`src/rtl/trisc_control_unit.sv`:
```
// TRISC control unit: fetch/decode/execute sequencer for the eight-opcode set.
// Latency: one state per clock; Moore strobes from state, Mealy strobes follow MRDY in-cycle.
// Backpressure: F1, RD and WR hold (outputs stable) while MRDY is low.
module trisc_control_unit (
    input  logic       clk,
    input  logic       CLR_n,
    input  logic       RUN,
    input  logic [2:0] OPCODE,
    input  logic       AZ,
    input  logic       MRDY,
    output logic       PC_CLR,
    output logic       PC_INC,
    output logic       PC_LD,
    output logic       MAR_PC,
    output logic       MAR_IR,
    output logic       MEM_RD,
    output logic       MEM_WR,
    output logic       IR_LD,
    output logic       ACC_LD,
    output logic       ACC_ADD,
    output logic       ACC_INC,
    output logic       ACC_CLR,
    output logic       FETCH,
    output logic       HALTED
);

    localparam logic [3:0] S_RST  = 4'd0;
    localparam logic [3:0] S_F0   = 4'd1;
    localparam logic [3:0] S_F1   = 4'd2;
    localparam logic [3:0] S_DEC  = 4'd3;
    localparam logic [3:0] S_ADR  = 4'd4;
    localparam logic [3:0] S_RD   = 4'd5;
    localparam logic [3:0] S_WR   = 4'd6;
    localparam logic [3:0] S_XINC = 4'd7;
    localparam logic [3:0] S_XCLR = 4'd8;
    localparam logic [3:0] S_XJMP = 4'd9;
    localparam logic [3:0] S_HLT  = 4'd10;

    localparam logic [2:0] OP_HLT  = 3'b000;
    localparam logic [2:0] OP_LDA  = 3'b001;
    localparam logic [2:0] OP_STA  = 3'b010;
    localparam logic [2:0] OP_ADD  = 3'b011;
    localparam logic [2:0] OP_INCA = 3'b100;
    localparam logic [2:0] OP_CLRA = 3'b101;
    localparam logic [2:0] OP_JMP  = 3'b110;
    localparam logic [2:0] OP_JZ   = 3'b111;

    // Latched memory op uses the low opcode bits; 00 means "no memory op".
    localparam logic [1:0] LOP_LDA = 2'b01;
    localparam logic [1:0] LOP_STA = 2'b10;
    localparam logic [1:0] LOP_ADD = 2'b11;

    logic [3:0] state;
    logic [3:0] state_nxt;
    logic [1:0] lop;

    // State register; CLR_n forces RST at once so no write strobe survives reset.
    always_ff @(posedge clk or negedge CLR_n) begin
        if (!CLR_n) begin
            state <= S_RST;
        end else begin
            state <= state_nxt;
        end
    end

    // Capture the memory-op kind in DEC so ADR/RD/WR need not see OPCODE again.
    always_ff @(posedge clk or negedge CLR_n) begin
        if (!CLR_n) begin
            lop <= 2'b00;
        end else if (state == S_DEC) begin
            lop <= OPCODE[2] ? 2'b00 : OPCODE[1:0];
        end
    end

    // Next-state selection; unused encodings recover to RST.
    always_comb begin
        state_nxt = S_RST;
        case (state)
            S_RST:  state_nxt = RUN ? S_F0 : S_RST;
            S_F0:   state_nxt = S_F1;
            S_F1:   state_nxt = MRDY ? S_DEC : S_F1;
            S_DEC: begin
                case (OPCODE)
                    OP_HLT:  state_nxt = S_HLT;
                    OP_LDA,
                    OP_STA,
                    OP_ADD:  state_nxt = S_ADR;
                    OP_INCA: state_nxt = S_XINC;
                    OP_CLRA: state_nxt = S_XCLR;
                    OP_JMP:  state_nxt = S_XJMP;
                    OP_JZ:   state_nxt = AZ ? S_XJMP : S_F0;
                    default: state_nxt = S_RST;
                endcase
            end
            S_ADR:  state_nxt = (lop == LOP_STA) ? S_WR : S_RD;
            S_RD:   state_nxt = MRDY ? S_F0 : S_RD;
            S_WR:   state_nxt = MRDY ? S_F0 : S_WR;
            S_XINC: state_nxt = S_F0;
            S_XCLR: state_nxt = S_F0;
            S_XJMP: state_nxt = S_F0;
            S_HLT:  state_nxt = S_HLT;
            default: state_nxt = S_RST;
        endcase
    end

    // Output decode: Moore strobes from state, Mealy transfer strobes gated by MRDY.
    always_comb begin
        PC_CLR  = 1'b0;
        PC_INC  = 1'b0;
        PC_LD   = 1'b0;
        MAR_PC  = 1'b0;
        MAR_IR  = 1'b0;
        MEM_RD  = 1'b0;
        MEM_WR  = 1'b0;
        IR_LD   = 1'b0;
        ACC_LD  = 1'b0;
        ACC_ADD = 1'b0;
        ACC_INC = 1'b0;
        ACC_CLR = 1'b0;
        FETCH   = 1'b0;
        HALTED  = 1'b0;
        case (state)
            S_RST:  PC_CLR = 1'b1;
            S_F0: begin
                MAR_PC = 1'b1;
                FETCH  = 1'b1;
            end
            S_F1: begin
                MEM_RD = 1'b1;
                FETCH  = 1'b1;
                IR_LD  = MRDY;
                PC_INC = MRDY;
            end
            S_ADR:  MAR_IR = 1'b1;
            S_RD: begin
                MEM_RD  = 1'b1;
                ACC_LD  = MRDY && ((lop == LOP_LDA) || (lop == LOP_ADD));
                ACC_ADD = MRDY && (lop == LOP_ADD);
            end
            S_WR:   MEM_WR  = 1'b1;
            S_XINC: ACC_INC = 1'b1;
            S_XCLR: ACC_CLR = 1'b1;
            S_XJMP: PC_LD   = 1'b1;
            S_HLT:  HALTED  = 1'b1;
            default: ;
        endcase
    end

endmodule

```
`config.mk`:
```
export PLATFORM = sky130hd
export DESIGN_NAME = trisc_control_unit
export DESIGN_NICKNAME = d
export VERILOG_FILES = /design/src/rtl/trisc_control_unit.sv
export SDC_FILE = /design/constraint.sdc
export NUM_CORES = 1
export LEC_CHECK = 0
export BUFFER_PORTS_ARGS = -buffer_cell sky130_fd_sc_hd__buf_4
export CAP_MARGIN = 20
export CORE_AREA = 2 2 39 41
export CTS_BUF_LIST = sky130_fd_sc_hd__clkbuf_2 sky130_fd_sc_hd__clkbuf_4 sky130_fd_sc_hd__clkbuf_8
export CTS_CLUSTER_DIAMETER = 150
export DETAILED_ROUTE_END_ITERATION = 16
export DIE_AREA = 0 0 41 43
export GPL_TIMING_DRIVEN = 0
export PLACE_DENSITY = 0.66
export SYNTH_ARGS = -nofsm -noshare
export SYNTH_HDL_FRONTEND = slang
export SYNTH_SLANG_ARGS = --single-unit
```
`constraint.sdc`:
```
create_clock -name clk -period 2.5 [get_ports clk]
set_clock_uncertainty 0.2 [all_clocks]
set_input_delay 0.75 -clock clk [delete_from_list [all_inputs] [get_ports clk]]
set_output_delay 0.75 -clock clk [all_outputs]
set_load 0.03 [all_outputs]
```
==> reports/results.ini <==
[floorplan]
fp.dieArea_um2=1760
initial_core_util_pct=36.0
floorplan.rows=14
ios=22
fp.coreArea_um2=1380
die-width_um=41
die-height_um=43

[global_route]
pin_count_of_the_biggest_net_entering_global_routing=11
grt_util_all_layers_pct=17.6
antenna_violations_before_repair=0
number_of_global_route_vias_before_repair=481
grt_pass1_wl_um=2100
grt.overflow.total=0

[placed_design]
globalplace.congestion=0.831
io_buffer_count=21
dp_hpwl_um=1020
place_worst_setup_slack_ns=0.181

[clocking]
clkSinkCount=6
clk_transition_reported_paths_ns=0.04
cts_tree=done
cts_inserted_buffers=3
clock_latency_ns=0.24
cts_root_buf=clkbuf_4
htree_num_levels=1
ctsHoldBuffers=0
clk_path_buf_depth=2

[final_layout]
final_common_cell=buf_4
layout.area.seq_um2=151
fillerInstances=153
area_growth_from_synthesis_to_layout_pct=48.0
antenna_diode_count=0
postLayoutCoreUtil_pct=53.3
multi_input_area_um2=358
num-nets-final=100
most-common-layout-cells=buf_4 (22), nor2_1 (8), nand2b_1 (6), nand2_1 (6), o21ai_0 (6)
drive_gt1_share_pct=37.8

[route]
vias=563
drt_first_iter_violations=22
totalWireLength_um=1350
drc_errors=0
post_drt_wl_per_cell_um=12.8
route.detailed.vias_per_inst=5.31
route.antenna.remaining_nets=0
drt_pre_antenna_iters=4

[logic_synthesis]
mappedNetlistNets=74
syn_inst_count=66
postSynthRegisterBits=6
synth_top_area_share_pct=30.2
proportion_of_synthesized_chip_area_in_sequential_cells_pct=30.2
netlist-cell-type-count=26
ys_top_cells_by_area=dfrtp_1 (30%), nand2b_1 (8.8%), nor3_1 (6.0%), o21ai_0 (6.0%), nor2_1 (6.0%)
ys.warnings.count=0
syn_area_per_cell_um2=7.55
synth.largest_area_cell=dfrtp_1
synthesis.area_um2=498

[timing]
timing.slew.headroom_pct=81.0
finalCritPeriodShare_pct=97.2
setup_slack_ns=0.0708
finalCriticalPeriod_ns=2.43
worstMarginPinSlew_ns=0.285
final_hold_viol_count=0
hold-worst-slack_ns=0.101
unrepaired_setup_endpoints_after_global_routing=false
setup_total_negative_slack_ns=0
final_setup_violation_count=0
fmax_ghz=0.412
maxSlewViolCount=0

[status]
run_status=finished, final reports clean

[pwr]
p_per_area_nw_per_um2=1330
power_leakage_nw=0.344
power.ir.vdd_worst_mv=0.585
power_mw=0.983

[flow_run]
maxCapViolCount=0

[worst_hold_path]
hold_path_class=primary input to async pin

[worst_setup_path]
worstPathMaxFanout=10
crit_arrival_ns=1.48
cp-end-kind=output pin
critical_path.startpoint_type=flop
cp.required_ns=1.55
worst-setup-path-type=flop to output pin

per-layer routing:
| layer | global-route usage (%) | wire length, µm | share of wire [%] | vias up |
|---|---|---|---|---|
| met3 | 1.57 | 78 | 5.8 | 0 |
| met5 | 0 | 0 | 0 | - |
| li1 | - | - | - | 291 |
| met2 | 25.0 | 661 | 49 | 19 |
| met1 | 26.2 | 614 | 45 | 253 |
| met4 | 8.00 | 0 | 0 | 0 |
flip-flops by register name, indices dropped and copies added (netlist names):
signal  cells
lop         2
state       4
final timing paths:
| check | from | endpoint | slack, ns | depth (start not counted) |
|---|---|---|---|---|
| max | state[2] | PC_INC | 0.07 | 4 |
| min | CLR_n | lop[1] | 0.10 | 1 |
| max reg2reg | state[3] | state[0] | 0.96 | 4 |
| min reg2reg | lop[1] | lop[1] | 0.33 | 2 |
| max in group asynchronous | CLR_n | state[0] | 1.87 | 1 |
| min in group clk | lop[1] | lop[1] | 0.33 | 2 |
Yosys cell counts:
master	instances
nor4_1	1
nand2b_1	7
nand4bb_1	1
nor2b_1	2
a32oi_1	1
and2_1	1
a22oi_1	1
o32ai_1	1
buf_4	1
or4_1	1
and4bb_1	1
o21a_1	1
nor2_1	8
clkbuf_1	2
dfrtp_1	6
a21oi_1	4
o22ai_1	1
nor4b_1	1
buf_2	2
o31a_1	1
a211oi_1	1
o21ai_0	6
and3b_1	2
nand2_1	6
o221ai_1	1
nor3_1	6
logic make-up after synthesis:
kind of cell | after synthesis | synth area share (%)
AOI/OAI and AO/OA | 18 | 22.9
DFF | 6 | 30.1
buffers and inverters | 5 | 5.03
and+or+nand+nor | 37 | 42.0
stage by stage:
step,instance area (µm²),std cells
3_3_place_gp,708,103
4_1_cts,733,106
5_1_grt,737,106
6_report,737,106
2_1_floorplan,531,66
3_5_place_dp,708,103
worst max-delay path: stages, from the launching register on:
cell	delay, ns
dfrtp_1	0.45
buf_2	0.22
nor4b_4	0.28
buf_4	0.14
buf_4	0.14
cell type report:
type                       count  share of cell area [%]
sequential                     6                    20.5
buffer                         5                    3.74
timing repair buffer          21                    21.4
tap                           16                    2.72
multi-input combinational     55                    48.6
clock buffer                   3                    3.06
what timing repair did:
item,4_1_cts,5_1_grt
setup endpoints to repair,2,2
buffers inserted,0,0
gates resized for setup,2,3
pin swaps,0,0
power by group:
group          switching (mW)  internal, mW  total (mW)
combinational           0.415         0.268       0.683
sequential             0.0666         0.146       0.213
clock                  0.0335        0.0542      0.0876
total                   0.515         0.468       0.983
Note: power is estimated with default switching activity, not from simulation.
